$ cat src/rtl/regfile_write_arbiter.sv
// Two-source register-file write arbiter with a one-entry skid buffer.
// Port A (ALU) wins a same-cycle conflict; the losing port B (load unit)
// request is parked in the holding register and issued on the following
// cycle, so same-address writes land in order A then B.
// Optional feature: define REGFILE_WR_ZERO_PROTECT_EN to make register 0
// read-only (issues to address 0 keep their slot but raise no write strobe).
module regfile_write_arbiter #(
    parameter  int ADDR_W = 3,
    parameter  int DATA_W = 16,
    localparam int NREG   = 2 ** ADDR_W
) (
    input  logic              clk,
    input  logic              rst_n,
    input  logic              a_valid,
    input  logic [ADDR_W-1:0] a_addr,
    input  logic [DATA_W-1:0] a_data,
    output logic              a_ready,
    input  logic              b_valid,
    input  logic [ADDR_W-1:0] b_addr,
    input  logic [DATA_W-1:0] b_data,
    output logic              b_ready,
    output logic              wr_en,
    output logic [NREG-1:0]   wr_sel,
    output logic [ADDR_W-1:0] wr_addr,
    output logic [DATA_W-1:0] wr_data,
    output logic              hold_full
);

    typedef enum logic {
        EMPTY = 1'b0,
        HELD  = 1'b1
    } state_t;

    state_t              state, state_next;
    logic [ADDR_W-1:0]   hold_addr;
    logic [DATA_W-1:0]   hold_data;

    logic                issue;
    logic                capture;
    logic                issue_en;
    logic [ADDR_W-1:0]   issue_addr;
    logic [DATA_W-1:0]   issue_data;
    logic [NREG-1:0]     issue_sel;

    // Readies depend on the state only, never on the incoming valids.
    assign a_ready   = (state == EMPTY);
    assign b_ready   = (state == EMPTY);
    assign hold_full = (state == HELD);

    // State register and skid-buffer storage.
    always_ff @(posedge clk) begin
        if (!rst_n) begin
            state     <= EMPTY;
            hold_addr <= '0;
            hold_data <= '0;
        end else begin
            state <= state_next;
            if (capture) begin
                hold_addr <= b_addr;
                hold_data <= b_data;
            end
        end
    end

    // Arbitration: held entry first, then A, then B; conflicting B is captured.
    always_comb begin
        state_next = state;
        issue      = 1'b0;
        capture    = 1'b0;
        issue_addr = hold_addr;
        issue_data = hold_data;
        unique case (state)
            EMPTY: begin
                if (a_valid) begin
                    issue      = 1'b1;
                    issue_addr = a_addr;
                    issue_data = a_data;
                    if (b_valid) begin
                        capture    = 1'b1;
                        state_next = HELD;
                    end
                end else if (b_valid) begin
                    issue      = 1'b1;
                    issue_addr = b_addr;
                    issue_data = b_data;
                end
            end
            HELD: begin
                issue      = 1'b1;
                state_next = EMPTY;
            end
            default: state_next = EMPTY;
        endcase
    end

    // Strobe qualification and one-hot decode of the issued address.
    always_comb begin
`ifdef REGFILE_WR_ZERO_PROTECT_EN
        issue_en = issue && (issue_addr != '0);
`else
        issue_en = issue;
`endif
        issue_sel = '0;
        if (issue_en) begin
            issue_sel = {{(NREG-1){1'b0}}, 1'b1} << issue_addr;
        end
    end

    // Registered write-port outputs; address/data hold when nothing issues.
    always_ff @(posedge clk) begin
        if (!rst_n) begin
            wr_en   <= 1'b0;
            wr_sel  <= '0;
            wr_addr <= '0;
            wr_data <= '0;
        end else begin
            wr_en  <= issue_en;
            wr_sel <= issue_sel;
            if (issue) begin
                wr_addr <= issue_addr;
                wr_data <= issue_data;
            end
        end
    end

endmodule
$ cat config.mk
export PLATFORM = sky130hd
export DESIGN_NAME = regfile_write_arbiter
export DESIGN_NICKNAME = d
export VERILOG_FILES = /design/src/rtl/regfile_write_arbiter.sv
export SDC_FILE = /design/constraint.sdc
export NUM_CORES = 1
export LEC_CHECK = 0
export ABC_AREA = 1
export CAP_MARGIN = 20
export CORE_AREA = 2 2 70 72
export DETAILED_ROUTE_END_ITERATION = 8
export DIE_AREA = 0 0 72 74
export GPL_TIMING_DRIVEN = 1
export PLACE_DENSITY = 0.82
export SYNTH_ARGS = -nofsm -noshare
export SYNTH_HDL_FRONTEND = slang
export SYNTH_SLANG_ARGS = --single-unit
$ cat constraint.sdc
create_clock -name clk -period 3.9 [get_ports clk]
set_clock_uncertainty 0.15 [all_clocks]
set_input_delay 0.78 -clock clk [delete_from_list [all_inputs] [get_ports clk]]
set_output_delay 0.78 -clock clk [all_outputs]
set_load 0.02 [all_outputs]
==> results.md <==
- Htree depth: 2
- Sink Count: 48
- CTS buffer count: 5
- Detailed-route DRC error count: 0
- CP required: 2.97 ns
- Status: finished clean
- Area of the multi-input gates: 1000 um^2
- Clock power frac: 0.261
- Worst skew pair latency: 0.29 ns
- Total gr overflow: 0
- Largest stage delay on the critical path: 0.69 ns
- Vias in the first global route: 2,000
- Reg-to-Reg Start: hold_full
- Synth top area cells: dfxtp_1 45%, nand2_1 16%, nor2_1 9.5%
- Power Dens Cells: 357 nW/um^2
- Pint: 0.000758 W
- Most used flip-flop cell after synthesis: dfxtp_1
- Post-synth top cells: 92 x nand2_1, 54 x nor2_1, 48 x dfxtp_1, 30 x o21ai_0, 28 x nand3_1
- Syn nets: 358
- RSZ-0062 raised after global routing: no
- CP Launch Type: register
- Resized cells post-CTS: 0
- Crit share post-route: 0.660
- Switching share of power: 0.280
- Pre-antenna DRT Iters: 4
- CTS Buffer Depth: 2
- Clock transition at the registers of the reported paths: 0.08 ns
- Critical Path Fanout Max: 23
- Initial antenna violation count: 0
- Total GRT Usage: 0.214
- Critical path type: register to output port
- Worst hold slack: 0.301 ns
- EDFF count, synth: 0
- Post-route ant nets: 0
- I/O pin cnt: 73
- DP Area: 2870 um^2
- Reg power frac: 0.514
- Min-delay src: wr_data[11]
- Count leader, synth: nand2_1
- Vias: 2,168
- Fillers: 406
- Max cap viols: 0
- Die ar.: 5330 um^2
- Hold Crit Class: register to register
- Max Fclk: 0.389 GHz
- First-pass GRT wire length: 8.91 mm
- Post-synth top area share: 0.449
- Total design power: 0.00105 W
- Vias per cell: 4.96
- Critical Path AT: 1.64 ns
- Fin Setup TNS: 0 ns
- Logic pwr share: 0.225
- Ys Warns: 0
- CORE AREA: 4600 um^2
- Cell at the slowest stage of the critical path: clkdlybuf4s50_1
- FF/Latch Area: 961 um^2
- Crit path time final: 2.57 ns
- Worst slew pin tran: 0.563 ns
- Sequential element share of the synthesized area: 0.449
- Starting Density: 0.466
- Final wirelength: 5.26 mm
- Critical path cell sequence: inv_2 -> clkdlybuf4s50_1
- Final Core Density: 0.641
- Antenna diodes: 0
- Post-Synthesis Cells: 316
- Total leakage power: 1.32 nW
- Syn_area_per_cell: 6.78 um^2
- Psw: 0.000294 W
- Area grow syn2layout: 37.6%
- Library cells used by synthesis: 19
- Post-synth ARST share: 0
- Die span in x: 72 um
- Setup Fix Bufs, Post-CTS: 0
- Crit. End Element: output port
- Final instance area: 2950 um^2
- DIE HEIGHT: 74 um
- Final hold vios: 0
- Final Wtd Congestion: 0.823
- Crit path from: hold_full
- Pins Over Slew Limit: 0
- HPWL Detailed: 3.59 mm
- Peak VDD IR: 209 uV
- FF+latch count, synth: 48
- # rows: 25
- Clock tree from TritonCTS: built
- Relative slew slack: 0.625
- Largest net degree at the start of global routing: 30
- Final count of negative-setup-slack endpoints: 0
- Port bufs: 72
- Hold-fix buffers, CTS: 0
- Area leader, netlist: dfxtp_1
- Root Buffer: clkbuf_8
- Layout cell share with drive strength beyond 1: 0.0522
- WL per Instance: 12.0 um
- Final Net Count: 425
- Post-Syn Area: 2140 um^2
- Initial DRC count: 184
## metal layers
layer  share of wire  vias up  track usage  routed length [um]
met1            0.43      967        0.270                2260
li1                -     1122            -                   -
met4           0.012        0       0.0692                  62
met2            0.49       72        0.374                2590
met3           0.065        7       0.0379                 342
met5               0        -            0                   0
## logic make-up (layout without fill, tap and decap cells)
family / Yosys count / after routing / synth area share
AND/OR/NAND/NOR: 185 / 185 / 0.362
flip-flops: 48 / 48 / 0.449
AO/OA/AOI/OAI: 44 / 44 / 0.105
buffers and inverters: 39 / 106 / 0.0841
## state kept, by name (all words and copies together) (netlist names)
register and cells:
wr_sel 8, hold_full 1, wr_data 16, wr_addr 3
hold_data 16, wr_en 1, hold_addr 3
## cells in the final DEF, fill, tap and decap left out, drive strengths merged
cell type,netlist,final
dfxtp,48,48
buf,13,5
nand3,29,29
or2,6,6
nand2,93,93
nor2,57,57
a31oi,1,1
inv,22,22
clkinv,0,1
a21oi,11,11
clkbuf,4,6
clkdlybuf4s50,0,72
o21ai,32,32
## path summary, 6_finish.rpt
path	to	slack, ns	depth (start not counted)
min reg2reg	wr_data[11]	0.30	2
min	wr_data[11]	0.30	2
max reg2reg	hold_data[3]	2.01	5
max	a_ready	1.33	2
## stage by stage
| stage | worst slack (ns) | cells |
|---|---|---|
| 6_report | 1.33 | 437 |
| 5_1_grt | 1.22 | 437 |
| 3_5_place_dp | 1.12 | 430 |
| 3_3_place_gp | 1.19 | 430 |
| 4_1_cts | 1.31 | 437 |
| 2_1_floorplan | 1.82 | 316 |
## critical path, delay by kind of cell, from the launching register on
family | cells | cell delay (ns)
buffers and inverters | 2 | 1.02
DFF | 1 | 0.32
## power by group through the flow
stage	combinational, W	sequential, W	clock (W)
2_1_floorplan	0.000102	0.000577	0
3_3_place_gp	0.000233	0.000551	0
3_5_place_dp	0.000236	0.000552	0
4_1_cts	0.000237	0.000541	0.000280
5_1_grt	0.000263	0.000545	0.000298
6_report	0.000237	0.000541	0.000275
## area by class of cell
type | count | share of cell area
multi-input cells | 229 | 0.340
flip-flops and latches | 48 | 0.326
repair buffers | 77 | 0.257
inverters | 22 | 0.0280
clock buffers | 6 | 0.0246
well taps | 54 | 0.0229
clock inverters | 1 | 0.00170
Power figures use the tool's default switching activity.
